**config.mk**
```make
export PLATFORM = sky130hd
export DESIGN_NAME = hazard_ctrl_flat
export DESIGN_NICKNAME = d
export VERILOG_FILES = /design/src/rtl/hazard_ctrl_if.sv /design/src/rtl/hazard_ctrl.sv /design/src/flat_wrapper.sv
export SDC_FILE = /design/constraint.sdc
export NUM_CORES = 1
export LEC_CHECK = 0
export CAP_MARGIN = 20
export CORE_UTILIZATION = 45
export CTS_BUF_LIST = sky130_fd_sc_hd__clkbuf_16
export CTS_CLUSTER_DIAMETER = 40
export CTS_CLUSTER_SIZE = 8
export DETAILED_ROUTE_END_ITERATION = 8
export HOLD_SLACK_MARGIN = 0.08
export PLACE_DENSITY = 0.79
export RECOVER_POWER = 100
export SETUP_SLACK_MARGIN = 0.5
export SYNTH_ARGS = -nofsm -noshare
export SYNTH_HDL_FRONTEND = slang
export SYNTH_SLANG_ARGS = --single-unit
```
**constraint.sdc**
```tcl
create_clock -name clock -period 3.1 [get_ports clock]
set_input_delay 0.62 -clock clock [delete_from_list [all_inputs] [get_ports clock]]
set_output_delay 0.62 -clock clock [all_outputs]
set_load 0.01 [all_outputs]
```
**src/rtl/hazard_ctrl_if.sv**
```systemverilog
// hazard_ctrl_if: hazard inputs from ID/EX and pipeline control outputs of the hazard sequencer.
interface hazard_ctrl_if #(
    parameter int CNT_W = 16
);
    logic [4:0]       id_rs;
    logic [4:0]       id_rt;
    logic             id_uses_rt;
    logic             id_muldiv;
    logic             ex_memread;
    logic [4:0]       ex_rt;
    logic             branch_taken;
    logic             pc_write;
    logic             ifid_write;
    logic             ifid_flush;
    logic             idex_bubble;
    logic             muldiv_busy;
    logic [CNT_W-1:0] stall_cycles;

    modport master (
        output id_rs, id_rt, id_uses_rt, id_muldiv, ex_memread, ex_rt, branch_taken,
        input  pc_write, ifid_write, ifid_flush, idex_bubble, muldiv_busy, stall_cycles
    );

    modport slave (
        input  id_rs, id_rt, id_uses_rt, id_muldiv, ex_memread, ex_rt, branch_taken,
        output pc_write, ifid_write, ifid_flush, idex_bubble, muldiv_busy, stall_cycles
    );
endinterface

```
**src/rtl/hazard_ctrl.sv**
```systemverilog
// hazard_ctrl: stall/flush sequencer for load-use, taken-branch and multi-cycle mult/div hazards.
module hazard_ctrl #(
    parameter int MULDIV_CYCLES = 32,
    parameter int CNT_W         = 16
) (
    input logic    clock,
    input logic    reset,
    hazard_ctrl_if.slave hz
);
    typedef enum logic {RUN, BUSY} state_t;

    localparam logic [7:0] ISSUE_LEFT = 8'(MULDIV_CYCLES - 1);

    state_t           state, state_d;
    logic [7:0]       left, left_d;
    logic [CNT_W-1:0] stalls;
    logic             load_use;
    logic             pc_we, ifid_we, flush, bubble;

    always_comb load_use = hz.ex_memread && hz.ex_rt != 5'd0 &&
                           (hz.ex_rt == hz.id_rs || (hz.id_uses_rt && hz.ex_rt == hz.id_rt));

    // Priority: reset, branch squash, mult/div occupancy, load-use, mult/div issue.
    always_comb begin
        pc_we   = 1'b1;
        ifid_we = 1'b1;
        flush   = 1'b0;
        bubble  = 1'b0;
        state_d = state;
        left_d  = left;
        if (reset) begin
            pc_we   = 1'b0;
            ifid_we = 1'b0;
            flush   = 1'b1;
            bubble  = 1'b1;
            state_d = RUN;
            left_d  = 8'd0;
        end else if (hz.branch_taken) begin
            flush   = 1'b1;
            bubble  = 1'b1;
            state_d = RUN;
            left_d  = 8'd0;
        end else if (state == BUSY) begin
            pc_we   = 1'b0;
            ifid_we = 1'b0;
            bubble  = 1'b1;
            left_d  = left - 8'd1;
            state_d = left <= 8'd1 ? RUN : BUSY;
        end else if (load_use) begin
            pc_we   = 1'b0;
            ifid_we = 1'b0;
            bubble  = 1'b1;
        end else if (hz.id_muldiv && MULDIV_CYCLES > 1) begin
            state_d = BUSY;
            left_d  = ISSUE_LEFT;
        end
    end

    always_ff @(posedge clock) begin
        if (reset) begin
            state  <= RUN;
            left   <= 8'd0;
            stalls <= '0;
        end else begin
            state  <= state_d;
            left   <= left_d;
            stalls <= (!pc_we && !(&stalls)) ? stalls + 1'b1 : stalls;
        end
    end

    assign hz.pc_write     = pc_we;
    assign hz.ifid_write   = ifid_we;
    assign hz.ifid_flush   = flush;
    assign hz.idex_bubble  = bubble;
    assign hz.muldiv_busy  = !reset && state == BUSY;
    assign hz.stall_cycles = reset ? '0 : stalls;
endmodule

```
**src/flat_wrapper.sv**
```systemverilog
// flat-port wrapper written by rule: the top's interface ports become plain ports
module hazard_ctrl_flat 
#(
    parameter int MULDIV_CYCLES = 32,
    parameter int CNT_W         = 16
)
  (clock, reset, hz_id_rs, hz_id_rt, hz_id_uses_rt, hz_id_muldiv, hz_ex_memread, hz_ex_rt, hz_branch_taken, hz_pc_write, hz_ifid_write, hz_ifid_flush, hz_idex_bubble, hz_muldiv_busy, hz_stall_cycles);
  hazard_ctrl_if #(.CNT_W(CNT_W)) hz_i ();
  input logic clock;
  input logic reset;
  input wire logic [$bits(hz_i.id_rs)-1:0] hz_id_rs;
  input wire logic [$bits(hz_i.id_rt)-1:0] hz_id_rt;
  input wire logic [$bits(hz_i.id_uses_rt)-1:0] hz_id_uses_rt;
  input wire logic [$bits(hz_i.id_muldiv)-1:0] hz_id_muldiv;
  input wire logic [$bits(hz_i.ex_memread)-1:0] hz_ex_memread;
  input wire logic [$bits(hz_i.ex_rt)-1:0] hz_ex_rt;
  input wire logic [$bits(hz_i.branch_taken)-1:0] hz_branch_taken;
  output wire logic [$bits(hz_i.pc_write)-1:0] hz_pc_write;
  output wire logic [$bits(hz_i.ifid_write)-1:0] hz_ifid_write;
  output wire logic [$bits(hz_i.ifid_flush)-1:0] hz_ifid_flush;
  output wire logic [$bits(hz_i.idex_bubble)-1:0] hz_idex_bubble;
  output wire logic [$bits(hz_i.muldiv_busy)-1:0] hz_muldiv_busy;
  output wire logic [$bits(hz_i.stall_cycles)-1:0] hz_stall_cycles;
  assign hz_i.id_rs = hz_id_rs;
  assign hz_i.id_rt = hz_id_rt;
  assign hz_i.id_uses_rt = hz_id_uses_rt;
  assign hz_i.id_muldiv = hz_id_muldiv;
  assign hz_i.ex_memread = hz_ex_memread;
  assign hz_i.ex_rt = hz_ex_rt;
  assign hz_i.branch_taken = hz_branch_taken;
  assign hz_pc_write = hz_i.pc_write;
  assign hz_ifid_write = hz_i.ifid_write;
  assign hz_ifid_flush = hz_i.ifid_flush;
  assign hz_idex_bubble = hz_i.idex_bubble;
  assign hz_muldiv_busy = hz_i.muldiv_busy;
  assign hz_stall_cycles = hz_i.stall_cycles;
  hazard_ctrl #(.MULDIV_CYCLES(MULDIV_CYCLES), .CNT_W(CNT_W)) u_core (.clock(clock), .reset(reset), .hz(hz_i));
endmodule
```
==> results of run 1 <==
==> kinds of logic after synthesis <==
| logic type | Yosys count | share of synthesized area [%] |
|---|---|---|
| compound gates | 31 | 13.4 |
| xor+xnor | 10 | 5.47 |
| fa+ha+maj | 3 | 2.34 |
| buf+inv | 13 | 4.22 |
| flops | 25 | 31.3 |
| mux | 9 | 7.97 |
| simple gates | 98 | 35.3 |
==> state kept, by name, indices dropped and copies added, names as in the netlist <==
register	count
u_core.state	1
u_core.stalls	16
u_core.left	8
==> tightest hold or removal path, delay by kind of cell, from the launching register on <==
kind	cells	cell delay, ns
DFF	1	0.33
AOI/OAI and AO/OA	1	0.06
and+or+nand+nor	1	0.07
==> what timing repair did <==
item,4_1_cts,5_1_grt
buffers inserted,3,0
resized for setup,44,6
pin swaps,15,1
endpoints found under the setup margin,22,4
==> routing by layer <==
metal | track usage (%) | vias up | wire length (um)
met5 | 0 | - | 0
met3 | 2.73 | 8 | 91
met4 | 8.89 | 0 | 78
li1 | - | 791 | -
met2 | 30.6 | 32 | 1780
met1 | 29.6 | 726 | 1820
==> cells in the mapped netlist, types with 4 or more instances <==
| library cell | n | area share [%] |
|---|---|---|
| sky130_fd_sc_hd__nor2b_1 | 16 | 6.3 |
| sky130_fd_sc_hd__or4_1 | 6 | 2.8 |
| sky130_fd_sc_hd__mux2_4 | 7 | 6.6 |
| sky130_fd_sc_hd__o21ai_0 | 4 | 1.3 |
| sky130_fd_sc_hd__a21oi_1 | 11 | 3.4 |
| sky130_fd_sc_hd__nand2_1 | 15 | 3.5 |
| sky130_fd_sc_hd__nor4_2 | 4 | 3.1 |
| sky130_fd_sc_hd__o31ai_1 | 5 | 2.3 |
| sky130_fd_sc_hd__dfxtp_1 | 25 | 31 |
| sky130_fd_sc_hd__nand4_1 | 7 | 2.7 |
| sky130_fd_sc_hd__nor2_1 | 20 | 4.7 |
| sky130_fd_sc_hd__nor3_1 | 4 | 1.3 |
| sky130_fd_sc_hd__nand3_1 | 10 | 3.1 |
| sky130_fd_sc_hd__xnor2_1 | 10 | 5.5 |
==> path summary, 6_finish.rpt <==
kind / to / cells past startpoint / slack, ns / start
setup / recovery: hz_pc_write / 9 / 0.34 / hz_id_rt[0]
hold / removal: u_core.left[6] / 2 / 0.50 / u_core.left[6]
setup reg to reg: u_core.stalls[4] / 5 / 1.17 / u_core.stalls[9]
hold reg to reg: u_core.left[6] / 2 / 0.50 / u_core.left[6]
==> through the flow <==
step	instances	setup WS (ns)	util, %	hold WS (ns)
after floorplan	189	0.439	-	0.455
after global placement	278	-0.223	62.9	0.476
after detailed placement	278	-0.229	62.9	0.484
after CTS	285	0.490	65.6	0.497
after global routing	285	0.259	63.8	0.520
final	285	0.340	63.8	0.502
==> layout by cell type, fill, tap and decap left out, drive strengths merged, types with 2 or more instances in the layout <==
master / instances
o31a: 2
nand3: 10
dlygate4sd3: 17
nand2: 15
inv: 3
dfxtp: 25
mux2: 9
dlygate4sd2: 11
buf: 15
ha: 3
clkinv: 2
nor2: 20
clkbuf: 9
nand4: 7
o31ai: 5
a21oi: 12
clkdlybuf4s50: 6
nor3: 6
nor2b: 16
or4: 6
a221oi: 2
nor4: 6
or3: 3
o21ai: 4
xnor2: 10
nor4b: 2
==> final cells by class <==
cell class | count | area (sq um) | area share (%)
Timing Repair Buffer | 55 | 480 | 22.4
Inverter | 4 | 15.0 | 0.700
Clock inverter | 1 | 5.00 | 0.233
Clock buffer | 3 | 75.1 | 3.50
Multi-Input combinational cell | 151 | 1010 | 47.2
Sequential cell | 25 | 500 | 23.3
Tap cell | 46 | 57.6 | 2.68
==> where the power goes <==
group	internal, mW	switching, mW
clock	0.174	0.115
combinational	0.0585	0.0598
sequential	0.327	0.00765
==> key figures, run 1 <==
Timing
  – Count of final max-slew check failures: 0
  – Worst-Margin Slew: 0.416 ns
  – Final count of hold timing violations: 0
  – Final Setup Violations: 0
  – Final TNS setup: 0 ns
  – Unrepaired setup endpoints after global routing: yes
  – Share of the clock period used by the worst path after layout: 89.0%
  – Worst setup skew after layout: 0.00320 ns
  – Slew HR: 72.2%
  – FMAX: approximately 360 MHz
  – Shortest clock period the worst path allows after layout: 2.76 ns

Layout
  – Summed area of non-filler cells in the final layout: approximately 2100 sq um
  – Ratio of cells with drive above 1 in the final layout: 15.9%
  – Number of nets in the layout: 264
  – Area Overhead vs Synth: 34.0%
  – FILL cells: 331
  – N_diodes: 0

CTS
  – Root Buffer Master: sky130_fd_sc_hd__clkbuf_16
  – Number of buffers inserted by hold repair at cts: 0
  – Num Clock Sinks: 25
  – Number of H-tree levels: 1
  – Longest Clk Path Bufs: 2
  – Inserted Clock Buffers: 3
  – Clock tree from TritonCTS: done
  – Reg clk slew, reported paths: about 0.06 ns
  – Insertion delay of the later-clocked pin in the worst-skew pair: about 0.26 ns

Critical path
  – CP Capture Type: output port
  – Family with the most delay on the worst path: buffers and inverters
  – Top fanout value on the critical path: 2
  – Critical path cell sequence: dlygate4sd3_1, xnor2_1, nand2_1, o22ai_1, a21oi_4, clkbuf_1, nor2_4, nor2_4, buf_6
  – Critical path data required time: 2.48 ns
  – Crit path arrival time: 2.14 ns
  – Buf/Inv on CP: 3
  – Most repeated library cell on the critical path: sky130_fd_sc_hd__nor2_4
  – Slowest library cell on the worst path: sky130_fd_sc_hd__dlygate4sd3_1
  – Worst Setup Path Type: in -> out
  – Launching element type of the critical path: input port
  – Delay of the slowest cell on the worst path: around 0.55 ns

GRT
  – Global-route wire length before repair: between 5000 and 6000 um
  – Global-route congestion overflow total: 0
  – Vias in the first global route: 1,334
  – Number of antenna violations at the first check in global routing: 0
  – Tot GR Track Use: 20.5%
  – Pin count of the biggest net entering global routing: 26

Placed design
  – Buffers on Ports: just over 40
  – Placed Instance Area: 2110 sq um
  – Last weighted congestion value of the routability-driven placer: between 0.8 and 0.9
  – Placed wire-length estimate after detailed placement: between 2000 and 3000 um

Drt
  – First-pass detailed-route iteration total: 4
  – Count of vias placed by the detailed router: approximately 1,600
  – DRC marker count from the first detailed-route iteration: 71
  – Number of vias per cell: roughly 5.5
  – Antenna-violating nets left: 0
  – Final Routed Wirelength: 3770 um
  – Average detailed-routed wire length per instance: approximately 13 um
  – Total DRC errors in the routed layout: 0

Synthesis
  – Number of flops mapped to enable cells by yosys: 0
  – Count of yosys warnings during synthesis: 0
  – Most frequently used flop master after synthesis: sky130_fd_sc_hd__dfxtp_1
  – Nets in the synthesized netlist: 213
  – Synth Instances: ~190
  – Number of distinct library cells after synthesis: between 40 and 50
  – Async SR Flop Fraction: 0%
  – Post-synthesis sequential area ratio: 31.3%
  – Total standard cell area after synthesis: 1600 sq um
  – Average instance area after synthesis: around 8.5 sq um
  – #FFs+latches synth: 25

Outcome
  – Result of the run: complete, no violations

Hold path
  – Path type of the worst min-delay path: reg -> reg

Floorplan
  – Row count: 21
  – Ports placed on the boundary: 42
  – Die Height: 61.7 um
  – Full die area: 3800 sq um
  – Die width: 61.7 um
  – CORE AREA: 3360 sq um
  – Initial cell density of the core: 47.6%

Pwr
  – Static Leak: 0.815 nW
  – Total power consumption of the routed design: approximately 0.74 mW
  – Peak ir drop on the vdd network: 0.000262 V
  – Power per Cell Area: 346 nW/um^2

Flow run
  – Number of max-capacitance violations reported: 0
No activity file was read; power rests on OpenSTA's default activity.
==> run 2: changes to the inputs <==
Settings changed: PLACE_DENSITY 0.79 to 0.81.
==> run 2 against run 1 <==
Final cell count is 0.70% lower; critical path depth shrank 1; largest power group unchanged; clock skew up 0.0041 ns; first-iteration DRC count fell by 32%; fmax decreased by 0.99%; non-clock buffer count fell by 2; critical endpoint unchanged.
==> key figures, run 2 (synthesis gave the netlist of run 1 again) <==
CTS
  – Number of H-tree levels: 1
  – Longest Clk Path Bufs: 2
  – Inserted Clock Buffers: 3
  – Insertion delay of the later-clocked pin in the worst-skew pair: about 0.26 ns
  – Num Clock Sinks: 25
  – Root Buffer Master: sky130_fd_sc_hd__clkbuf_16
  – Clock tree from TritonCTS: done
  – Number of buffers inserted by hold repair at cts: 0
  – Reg clk slew, reported paths: 0.06 ns

GRT
  – Number of antenna violations at the first check in global routing: 0
  – GR Layer Usage met3: between 3 and 4%
  – Global-route wire length before repair: 5350 um
  – Vias in the first global route: 1,272
  – Layer with the highest usage after global routing: met2
  – Pin count of the biggest net entering global routing: 26
  – Global-route congestion overflow total: 0
  – Met2 capacity usage during global routing: 30.3%
  – Met1 routing resource usage after global routing: around a quarter
  – Tot GR Track Use: 18.6%

Layout
  – Number of standard cells in the final layout excluding fillers: 283
  – N_diodes: 0
  – Number of nets in the layout: around 260
  – Largest registers: u_core.stalls x16, u_core.left x8, u_core.state x1
  – Ratio of cells with drive above 1 in the final layout: ~15%
  – Multi-input gate area in the final layout: 1000 sq um
  – Final Core Density: a little over three fifths
  – Most common library cell in the layout ignoring fill and taps: sky130_fd_sc_hd__dfxtp_1
  – Register with the most flip-flops: u_core.stalls
  – Area of all sequential standard cells: 500 sq um
  – Top library cells by usage in the layout, fill and taps aside: sky130_fd_sc_hd__dfxtp_1, sky130_fd_sc_hd__nor2_1, sky130_fd_sc_hd__nor2b_1, sky130_fd_sc_hd__dlygate4sd3_1, sky130_fd_sc_hd__nand2_1
  – FILL cells: 311
  – Max FFs per register: 16
  – Area Overhead vs Synth: 32.6%

Floorplan
  – Initial cell density of the core: 47.6%
  – Row count: 21
  – CORE AREA: 3360 sq um
  – Die width: 61.7 um
  – Ports placed on the boundary: 42
  – Die Height: a little over 60 um
  – Full die area: 3800 sq um

Drt
  – Final Routed Wirelength: 3590 um
  – Total DRC errors in the routed layout: 0
  – First-pass detailed-route iteration total: 4
  – Average detailed-routed wire length per instance: 12.7 um
  – Count of vias placed by the detailed router: roughly 1,500
  – Number of vias per cell: about 5.4
  – DRC marker count from the first detailed-route iteration: 48
  – Antenna-violating nets left: 0

Timing
  – Worst hold margin: 0.501 ns
  – Count of final max-slew check failures: 0
  – Worst-Margin Slew: 0.428 ns
  – Final Setup Violations: 0
  – Unrepaired setup endpoints after global routing: yes
  – FMAX: 359 MHz
  – Worst setup skew after layout: between 0.007 and 0.008 ns
  – Final count of hold timing violations: 0
  – Slew HR: 71.5%
  – Share of the clock period used by the worst path after layout: 89.9%
  – Final WS setup: about 0.31 ns
  – Final TNS setup: 0 ns
  – Shortest clock period the worst path allows after layout: approximately 2.8 ns

Critical path
  – Launching element type of the critical path: input port
  – Slowest library cell on the worst path: sky130_fd_sc_hd__or4_1
  – Critical path cell sequence: clkbuf_1, or4_1, o21a_2, a21oi_1, clkbuf_1, nor2_4, nor2_4, buf_6
  – CP Capture Type: output port
  – Worst Setup Path Type: in -> out
  – Delay of the slowest cell on the worst path: 0.53 ns
  – Crit path arrival time: 2.17 ns
  – Critical path data required time: 2.48 ns
  – Top fanout value on the critical path: 3

Pwr
  – Power per Cell Area: ~350 nW/um^2
  – Static Leak: 0.798 nW
  – Peak ir drop on the vdd network: 0.000231 V

Hold path
  – Path type of the worst min-delay path: reg -> reg

Placed design
  – Worst setup timing slack at the placement stage: -0.276 ns
  – Number of placed instances with taps included: 276
  – Last weighted congestion value of the routability-driven placer: around 0.84
  – Buffers on Ports: 41
  – Placed wire-length estimate after detailed placement: 2650 um

Outcome
  – Result of the run: complete, no violations

Flow run
  – Number of max-capacitance violations reported: 0
run 2: per-layer routing:
metal  part of all wire [%]  vias up
li1                       -      787
met2                     45       45
met3                    7.8        4
met4                    1.0        0
met1                     46      681
met5                      0        -
run 2: worst max-delay path, delay by kind of cell:
kind                   cells  cell delay, ns
AOI/OAI and AO/OA          2            0.48
buffers and inverters      3            0.39
and+or+nand+nor            3            0.69
run 2: report_power, final:
part           internal, mW  switching (mW)
logic                0.0548          0.0575
clock network         0.175           0.114
registers             0.327         0.00719
total                 0.557           0.179
run 2: layout make-up:
type / instances / share of cell area [%]
clock inverters: 1 / 0.354
flip-flops and latches: 25 / 23.6
inverters: 4 / 0.707
well taps: 46 / 2.71
multi-input cells: 151 / 47.3
clock buffers: 3 / 3.54
repair buffers: 53 / 21.9
run 2: path summary, 6_finish.rpt:
path | startpoint | end | slack (ns) | cells past startpoint
max | hz_ex_rt[3] | hz_pc_write | 0.31 | 8
min | u_core.left[6] | u_core.left[6] | 0.50 | 2
max reg2reg | u_core.state | u_core.stalls[14] | 1.09 | 5
min reg2reg | u_core.left[6] | u_core.left[6] | 0.50 | 2
run 2: stage by stage:
stage	total power [mW]	area, sq um
finish	0.736	2120
global route	0.763	2120
CTS	0.749	2190
detailed placement	0.463	2100
global placement	0.461	2100
floorplan	0.410	1620
run 2: timing repair:
item / 4_1_cts / 5_1_grt
buffers inserted: 3 / 0
pin swaps: 20 / 0
setup endpoints to repair: 28 / 5
gates cloned: 0 / 0
gates resized for setup: 46 / 3
